<file path="config.mk">
export PLATFORM = sky130hd
export DESIGN_NAME = stopwatch_ctrl
export DESIGN_NICKNAME = d
export VERILOG_FILES = /design/src/rtl/stopwatch_pkg.sv /design/src/rtl/lap_mem_arb.sv /design/src/rtl/stopwatch_ctrl.sv
export SDC_FILE = /design/constraint.sdc
export NUM_CORES = 1
export LEC_CHECK = 0
export BUFFER_PORTS_ARGS = -buffer_cell sky130_fd_sc_hd__buf_2
export CAP_MARGIN = 0
export CORE_MARGIN = 1.5
export CORE_UTILIZATION = 56
export DETAILED_ROUTE_END_ITERATION = 7
export GPL_TIMING_DRIVEN = 0
export PLACE_DENSITY = 0.84
export SETUP_SLACK_MARGIN = 0.05
export SLEW_MARGIN = 20
export SYNTH_ARGS = -nofsm -noshare
export SYNTH_HDL_FRONTEND = slang
export SYNTH_HIERARCHICAL = 1
export SYNTH_SLANG_ARGS = --single-unit
</file>
<file path="constraint.sdc">
create_clock -name clk -period 4.2 [get_ports clk]
set_input_delay 0.42 -clock clk [delete_from_list [all_inputs] [get_ports clk]]
set_output_delay 0.42 -clock clk [all_outputs]
set_load 0.03 [all_outputs]
</file>
<file path="src/rtl/stopwatch_pkg.sv">
// Shared stopwatch definitions: FSM state encoding and default sizing.
// Latency: n/a (package only).
// Backpressure: n/a (package only).
package stopwatch_pkg;

    typedef enum logic [1:0] {
        ST_IDLE  = 2'b00,
        ST_RUN   = 2'b01,
        ST_PAUSE = 2'b10,
        ST_CLEAR = 2'b11
    } state_t;

    // Defaults shared with the counter block.
    localparam int TICK_WIDTH_DEF = 8;
    localparam int LAP_DEPTH_DEF  = 16;
    localparam int ADDR_WIDTH_DEF = 4;

endpackage

</file>
<file path="src/rtl/lap_mem_arb.sv">
// Lap capture and single-port lap-memory arbitration (write always beats read).
// Latency: lap write 1 cycle after capture; read mem_read +1, rd_valid +2 (out-of-range +1), +1 per conflicting write.
// Backpressure: rd_req ignored while rd_busy; laps dropped when full unless STOPWATCH_LAP_WRAP_EN is defined (then oldest slot overwritten).
// Ports: clr/lap_req from the FSM; unit_tick sampled on capture; mem_* drive the lap memory;
//        rd_req/rd_idx/rd_busy/rd_valid/rd_data form the display read port; lap_count/lap_full/lap_drop are status.
module lap_mem_arb
    import stopwatch_pkg::*;
#(
    parameter int TICK_WIDTH = TICK_WIDTH_DEF,
    parameter int LAP_DEPTH  = LAP_DEPTH_DEF,
    parameter int ADDR_WIDTH = ADDR_WIDTH_DEF
) (
    input  logic                  clk,
    input  logic                  rst,
    input  logic                  clr,
    input  logic                  lap_req,
    input  logic [TICK_WIDTH-1:0] unit_tick,
    output logic                  mem_write,
    output logic                  mem_read,
    output logic [ADDR_WIDTH-1:0] mem_address,
    output logic [TICK_WIDTH-1:0] mem_data_write,
    input  logic [TICK_WIDTH-1:0] mem_data_read,
    input  logic                  rd_req,
    input  logic [ADDR_WIDTH-1:0] rd_idx,
    output logic                  rd_busy,
    output logic                  rd_valid,
    output logic [TICK_WIDTH-1:0] rd_data,
    output logic [ADDR_WIDTH:0]   lap_count,
    output logic                  lap_full,
    output logic                  lap_drop
);

    localparam logic [ADDR_WIDTH:0]   DEPTH_CNT = (ADDR_WIDTH+1)'(LAP_DEPTH);
    localparam logic [ADDR_WIDTH-1:0] LAST_SLOT = ADDR_WIDTH'(LAP_DEPTH - 1);

    logic                  pend_vld;
    logic [TICK_WIDTH-1:0] pend_dat;
    logic [ADDR_WIDTH-1:0] wr_ptr;
    logic                  rd_pend;
    logic [ADDR_WIDTH-1:0] rd_idx_q;
    logic                  lap_take;
    logic                  lap_drop_d;
    logic                  in_range;

`ifdef STOPWATCH_LAP_WRAP_EN
    assign lap_take   = lap_req;
    assign lap_drop_d = 1'b0;
`else
    // Occupancy includes the lap still sitting in the pending register,
    // so back-to-back laps near the top cannot overfill the memory.
    logic [ADDR_WIDTH+1:0] occupancy;
    assign occupancy  = {1'b0, lap_count} + {{(ADDR_WIDTH+1){1'b0}}, pend_vld};
    assign lap_take   = lap_req && (occupancy < {1'b0, DEPTH_CNT});
    assign lap_drop_d = lap_req && !lap_take;
`endif

    // Range check is done at issue time, so a lap written just ahead of the
    // read is already counted.
    assign in_range = ({1'b0, rd_idx_q} < lap_count);
    assign lap_full = (lap_count == DEPTH_CNT);

    always_ff @(posedge clk or posedge rst) begin
        if (rst) begin
            pend_vld       <= 1'b0;
            pend_dat       <= '0;
            wr_ptr         <= '0;
            lap_count      <= '0;
            lap_drop       <= 1'b0;
            mem_write      <= 1'b0;
            mem_read       <= 1'b0;
            mem_address    <= '0;
            mem_data_write <= '0;
            rd_pend        <= 1'b0;
            rd_idx_q       <= '0;
            rd_busy        <= 1'b0;
            rd_valid       <= 1'b0;
            rd_data        <= '0;
        end else begin
            // The pending lap always drains next cycle because writes win.
            pend_vld <= lap_take;
            if (lap_take) begin
                pend_dat <= unit_tick;
            end
            lap_drop <= lap_drop_d;

            mem_write <= 1'b0;
            mem_read  <= 1'b0;
            if (pend_vld) begin
                mem_write      <= 1'b1;
                mem_address    <= wr_ptr;
                mem_data_write <= pend_dat;
            end else if (rd_pend && in_range) begin
                mem_read    <= 1'b1;
                mem_address <= rd_idx_q;
            end

            if (clr) begin
                wr_ptr    <= '0;
                lap_count <= '0;
            end else if (pend_vld) begin
                wr_ptr <= (wr_ptr == LAST_SLOT) ? '0 : wr_ptr + ADDR_WIDTH'(1);
                if (lap_count != DEPTH_CNT) begin
                    lap_count <= lap_count + (ADDR_WIDTH+1)'(1);
                end
            end

            rd_valid <= 1'b0;
            if (!rd_busy) begin
                if (rd_req) begin
                    rd_busy  <= 1'b1;
                    rd_pend  <= 1'b1;
                    rd_idx_q <= rd_idx;
                end
            end else if (rd_pend && !pend_vld) begin
                rd_pend <= 1'b0;
                // Out-of-range reads complete without touching memory.
                if (!in_range) begin
                    rd_valid <= 1'b1;
                    rd_data  <= '0;
                    rd_busy  <= 1'b0;
                end
            end else if (mem_read) begin
                rd_valid <= 1'b1;
                rd_data  <= mem_data_read;
                rd_busy  <= 1'b0;
            end
        end
    end

endmodule

</file>
<file path="src/rtl/stopwatch_ctrl.sv">
// Stopwatch sequencing FSM (IDLE/RUN/PAUSE/CLEAR) plus lap recording via lap_mem_arb.
// Latency: button at edge N changes start/pause/clr after edge N; lap write 1 cycle after capture.
// Backpressure: none on buttons; display reads held off by rd_busy. Optional macro: STOPWATCH_LAP_WRAP_EN.
// Ports: *_btn single-cycle pulses; start/pause/clr counter controls; mem_* lap memory port;
//        rd_* display read port; lap_count/lap_full/lap_drop lap status.
module stopwatch_ctrl
    import stopwatch_pkg::*;
#(
    parameter int TICK_WIDTH = TICK_WIDTH_DEF,
    parameter int LAP_DEPTH  = LAP_DEPTH_DEF,
    parameter int ADDR_WIDTH = ADDR_WIDTH_DEF
) (
    input  logic                  clk,
    input  logic                  rst,
    input  logic                  start_btn,
    input  logic                  pause_btn,
    input  logic                  clear_btn,
    input  logic                  lap_btn,
    input  logic [TICK_WIDTH-1:0] unit_tick,
    output logic                  start,
    output logic                  pause,
    output logic                  clr,
    output logic                  mem_write,
    output logic                  mem_read,
    output logic [ADDR_WIDTH-1:0] mem_address,
    output logic [TICK_WIDTH-1:0] mem_data_write,
    input  logic [TICK_WIDTH-1:0] mem_data_read,
    input  logic                  rd_req,
    input  logic [ADDR_WIDTH-1:0] rd_idx,
    output logic                  rd_busy,
    output logic                  rd_valid,
    output logic [TICK_WIDTH-1:0] rd_data,
    output logic [ADDR_WIDTH:0]   lap_count,
    output logic                  lap_full,
    output logic                  lap_drop
);

    state_t state_q;
    state_t state_d;
    logic   lap_req;

    always_ff @(posedge clk or posedge rst) begin
        if (rst) begin
            state_q <= ST_IDLE;
        end else begin
            state_q <= state_d;
        end
    end

    always_comb begin
        state_d = state_q;
        case (state_q)
            ST_IDLE: begin
                if (clear_btn)      state_d = ST_CLEAR;
                else if (start_btn) state_d = ST_RUN;
            end
            ST_RUN: begin
                if (pause_btn)      state_d = ST_PAUSE;
            end
            ST_PAUSE: begin
                if (clear_btn)      state_d = ST_CLEAR;
                else if (start_btn) state_d = ST_RUN;
            end
            ST_CLEAR: begin
                state_d = ST_IDLE;
            end
            default: begin
                state_d = ST_IDLE;
            end
        endcase
    end

    always_comb begin
        start = 1'b0;
        pause = 1'b0;
        clr   = 1'b0;
        case (state_q)
            ST_RUN:   start = 1'b1;
            ST_PAUSE: pause = 1'b1;
            ST_CLEAR: clr   = 1'b1;
            default: begin
                start = 1'b0;
            end
        endcase
    end

    // A pause in the same cycle suppresses the lap.
    assign lap_req = (state_q == ST_RUN) && lap_btn && !pause_btn;

    lap_mem_arb #(
        .TICK_WIDTH (TICK_WIDTH),
        .LAP_DEPTH  (LAP_DEPTH),
        .ADDR_WIDTH (ADDR_WIDTH)
    ) u_lap_mem_arb (
        .clk            (clk),
        .rst            (rst),
        .clr            (clr),
        .lap_req        (lap_req),
        .unit_tick      (unit_tick),
        .mem_write      (mem_write),
        .mem_read       (mem_read),
        .mem_address    (mem_address),
        .mem_data_write (mem_data_write),
        .mem_data_read  (mem_data_read),
        .rd_req         (rd_req),
        .rd_idx         (rd_idx),
        .rd_busy        (rd_busy),
        .rd_valid       (rd_valid),
        .rd_data        (rd_data),
        .lap_count      (lap_count),
        .lap_full       (lap_full),
        .lap_drop       (lap_drop)
    );

endmodule
</file>
======== Yosys cells after proc, flatten, opt, wreduce, memory -nomap -nowiden ========
Index checks and enable logic that the tools add are counted.
cells by class
  add/subtract/negate cells ............... 3
  order comparisons ....................... 2
  eq/ne operators ......................... 10
  muxes and demuxes ....................... 33
  bitwise gates (word level) .............. 1
  reduce and logical (&&, ||, !) cells .... 21
operator list
  cell                   number
  $mux W8                3
  $mux W4                5
  $mux W1                18
  $mux W5                3
  $reduce_bool A2 Y1     5
  $reduce_and A2 Y1      4
  $add A5 B1 Y6          1
  $logic_and A1 B1 Y1    6
  $lt A6 B5 Y1 const B   1
  $mux W2                3
  $ne A2 B2 Y1 const B   3
  $pmux W2 S3            1
  $add A5 B1 Y5 const B  1
  $eq A5 B5 Y1 const B   1
  $lt A4 B5 Y1           1
  $ne A5 B5 Y1 const B   1
  $add A4 B1 Y4 const B  1
  $eq A2 B2 Y1 const B   2
  $eq A4 B4 Y1 const B   1
  $logic_not A1 Y1       3
  $ne A3 B1 Y1 const B   1
  $reduce_and A3 Y1      1
  $eq A2 B1 Y1 const B   1
  $logic_not A2 Y1       1
  2 further kinds        2
word-level totals
  flip-flop bits (word level) ............. 50
  input bits .............................. 27
  output and inout bits ................... 34
  logic and storage cells ................. 85

======== Logic depth before layout (Yosys ltp) ========
  depth after elaboration ................. 6
  depth in mapped cells ................... 6
  mapped depth without buffers ............ 6

======== By module ========
Netlist, hierarchy kept.
by module, submodules not included
  module          times used  cells each  area an instance (um^2)  seq. area each (um^2)
  lap_mem_arb     1           187         2164.6                   1201.2
  stopwatch_ctrl  1           13          131.4                    50.0

======== Worst setup path before layout ========
No wires, ideal clock.
  kind .................................... flip-flop to flip-flop
  start point ............................. register u_lap_mem_arb.lap_count[2]
  end point ............................... register u_lap_mem_arb.mem_address[2]
  library setup time ...................... 0.151 ns
  data arrival time ....................... 1.765 ns
  required time ........................... 4.049 ns
  setup slack ............................. 2.283 ns
  stages on the path, launching flop included .. 7
  path buffers ............................ 0
  clock period less this slack ............ 1.917 ns
  path through ............................ dfrtp_1 -> inv_1 -> ha_1 -> a21o_1 -> a31oi_2 -> o21a_1 -> o311ai_0
on the way
  cells in the longest elaborated chain, start to end .. 3
ends and longest elaborated chain
  what                          RTL line            source
  start: declaration            lap_mem_arb.sv:28   output logic [ADDR_WIDTH:0] lap_count,
  start signal: assignment      lap_mem_arb.sv:103  lap_count <= lap_count + (ADDR_WIDTH+1)'(1);
  $lt A4 B5 Y1                  lap_mem_arb.sv:59   assign in_range = ({1'b0, rd_idx_q} < lap_count);
  $logic_and A1 B1 Y1           lap_mem_arb.sv:92   end else if (rd_pend && in_range) begin
  $reduce_bool A2 Y1 (no line)  --
  end signal: assignment        lap_mem_arb.sv:90   mem_address <= wr_ptr;
  end signal: assignment        lap_mem_arb.sv:94   mem_address <= rd_idx_q;
  end: declaration              lap_mem_arb.sv:20   output logic [ADDR_WIDTH-1:0] mem_address,
Every way passes these cells.
A chain may end at the register's enable or synchronous reset.

======== Worst setup path in the final report ========
  start point ............................. register u_lap_mem_arb.lap_count[1]
  end point ............................... output lap_full
on the way
  cells in the longest elaborated chain, start to end .. 1
ends and longest elaborated chain
  what              RTL line              source
  $eq A5 B5 Y1      lap_mem_arb.sv:60     assign lap_full = (lap_count == DEPTH_CNT);
  end: declaration  stopwatch_ctrl.sv:34  output logic lap_full,
Every way passes these cells.

==> out/metrics.cfg <==
[run_status]
outcome=completed

[logic_synthesis]
synth_xor_area_share_pct=1.91
yosysWarnings=6
netlist_instances=200
synth_compound_area_share_pct=11.9
synth_top_family_by_area=simple AND/OR/NAND/NOR gates
muxShareOfSynthArea_pct=11.6
synth_area_leaders=dfrtp_1, mux2_2, mux2_4
synth_nets=233
ys_types=42
postSynthAreaPerCell_um2=11.5
synth_top_area_share_pct=54.5
syn_area_um2=2300
ys_ff_latch=50
yosysSeqAreaShare_pct=54.5
synthAdderAreaFrac_pct=3.27
post_synth_and_or_nand_nor_area_fraction_pct=12.3
yosys.area.top_type=dfrtp_1

[timing]
setup_viol_count_final=0
tns_ps=0
report.final.slew_viol_count=0
hold_viol_final=0
post-route-period-util_pct=46.3
fmax_mhz=514
max_slew_margin_pct=62.4
rsz0062_at_grt=no
tightest_slew_ps=564
period_minus_slack_ps=1940
skew_ps=4.72
fin_ws_ps=2260

[clocking]
cts_max_path_buffers=2
root_buffer=clkbuf_8
worstSkewPairLatency_ps=300
cts_tree=built
clk_pin_slew_ps=80
clkSinkCount=50
numCtsBuffers=5
post_cts_resized=0
htreeDepth=2

[place]
dp_hpwl_um=3400
gp_congestion=0.835
placed_cells=311
place_ws_ps=2290
portBuffers=60

[global_routing]
grt_max_degree=36
track_usage_pct=22.2
antenna_found_initial=0
grt_pass1_wl_um=7360
grt_pass1_vias=1652
gr-total-overflow=0

[critical_path]
path_class=reg -> out
ff2ff_setup_slack_ps=2280
arrival_ps=1520
crit_path_end_kind=output pin
cp.required_ps=3780
worstPathMaxFanout=6
setup.worst_path.start_class=flip-flop

[finish]
final_cells=320
syn_to_final_growth_pct=21.9
drive_gt1_share_pct=35.6
ff_latch_area_um2=1250
nFillCells=295
final_nets=302
multi_input_area_um2=940
diodes=0

[floorplanning]
start_util_pct=57.8
die_y_um=67.0
die_area_um2=4490
num_io_pins=61
rows=23
core_area_um2=3970
fp.dieW_um=67.0

[pwr]
p_clk_share_pct=16.6
p_seq_share_pct=39.9
swShare_pct=40.3
switchingPower_mw=0.798
p_comb_share_pct=43.5
powerDensity_nw_per_um2=708
vdd_drop_max_mv=0.494
internal_power_mw=1.18
p_leak_nw=1.38

[detailed_routing]
vias_per_cell=5.40
vias=1728
detail_route.wl_per_cell_um=14.3
drc=0
totalWireLength_um=4570
drt-initial-drc-count=65
first_pass_iters=4
ant_nets=0

[flow_run]
maxCapViolCount=0

[min_path]
hp-class=in -> reg

-- worst paths after layout --
kind,start,end,cells after the start
min in group asynchronous,rst,state_q[1],3
worst min register to register,u_lap_mem_arb/mem_data_write[5],u_lap_mem_arb/mem_data_write[5],1
worst min-delay path,unit_tick[1],u_lap_mem_arb/pend_dat[1],2
worst max-delay path,u_lap_mem_arb/lap_count[1],lap_full,5
worst max register to register,u_lap_mem_arb/lap_count[2],u_lap_mem_arb/mem_address[2],6
max in group asynchronous,rst,u_lap_mem_arb/mem_address[1],4
-- critical path: stages, from the launching register on --
cell	delay, ps
dfrtp_1	440
inv_1	130
ha_1	160
nand4bb_1	210
inv_1	90
buf_2	190
-- metrics by stage --
step           util, %  hold WS (ps)  area [µm²]  power [mW]
2_1_floorplan        -           161        2300        1.42
3_3_place_gp      67.0           283        2660        1.63
3_5_place_dp      67.5           296        2680        1.66
4_1_cts           70.5           335        2800        2.00
5_1_grt           70.5           337        2800        2.10
6_report          70.5           343        2800        1.98
-- cell families after synthesis --
kind of cell             after synthesis
AND/OR/NAND/NOR                       56
flip-flops                            50
AO/OA/AOI/OAI                         36
buffers and inverters                 26
multiplexers                          21
adder cells (fa/ha/maj)                6
XOR/XNOR                               5
-- placed cells by master (no fill, tap or decap), types with 2 or more instances in the layout --
master and count:
xnor2_1 4, o21bai_1 2, dfrtp_1 50, o2111ai_1 3, nand2b_1 5, inv_1 18
a21oi_1 7, o21ai_0 3, and2_1 2, nor2b_1 2, mux2_2 12, nand2_1 26
a22oi_1 2, nand3_1 2, nor2_1 9, mux2_4 8, o211ai_1 10, buf_2 60
ha_1 6, clkbuf_8 5, clkbuf_1 5, and3_1 2
-- per-layer routing --
layer	GRT usage (%)	wire length [µm]	vias up
met1	27.2	1990	838
met3	6.25	307	7
li1	-	-	821
met5	0	0	-
met2	37.4	2210	62
met4	7.65	57	0
-- power by group through the flow --
stage / logic (mW) / registers (mW) / clock network [mW]
5_1_grt: 0.930 / 0.818 / 0.356
3_5_place_dp: 0.866 / 0.798 / 0
2_1_floorplan: 0.455 / 0.968 / 0
4_1_cts: 0.869 / 0.791 / 0.339
6_report: 0.862 / 0.790 / 0.329
3_3_place_gp: 0.835 / 0.792 / 0
-- area by class of cell --
class | count | area share, %
plain buffers | 6 | 1.07
clock inverters | 2 | 1.34
flip-flops and latches | 50 | 44.7
inverters | 20 | 2.68
repair buffers | 62 | 11.8
multi-input cells | 124 | 33.6
well taps | 50 | 2.24
clock buffers | 6 | 2.59
-- state kept, by name, indices dropped and copies added (netlist names), 2 cells and up --
signal / flops
u_lap_mem_arb/lap_count: 5
u_lap_mem_arb/rd_data: 8
state_q: 2
u_lap_mem_arb/pend_dat: 8
u_lap_mem_arb/mem_data_write: 8
u_lap_mem_arb/rd_idx_q: 4
u_lap_mem_arb/wr_ptr: 4
u_lap_mem_arb/mem_address: 4
-- Yosys cell counts, drive strengths merged --
cell / n
dfrtp: 50
nand2: 26
mux2: 20
inv: 19
o211ai: 10
nor2: 9
a21oi: 7
ha: 6
nand2b: 5
clkbuf: 4
xnor2: 4
and2: 3
nor2b: 3
o2111ai: 3
o21ai: 3
a22oi: 2
a31oi: 2
and3: 2
buf: 2
nand3: 2
o21bai: 2
a21boi: 1
a21o: 1
and2b: 1
and3b: 1
clkinv: 1
mux2i: 1
nand4: 1
nand4bb: 1
nor4bb: 1
o21a: 1
o311a: 1
o311ai: 1
o31a: 1
o31ai: 1
or3: 1
xor2: 1
-- repair_timing --
item                      4_1_cts  5_1_grt
buffers inserted                0        0
hold endpoints to repair        2        0
hold buffers                    1        0
No activity file was read; power rests on OpenSTA's default activity.
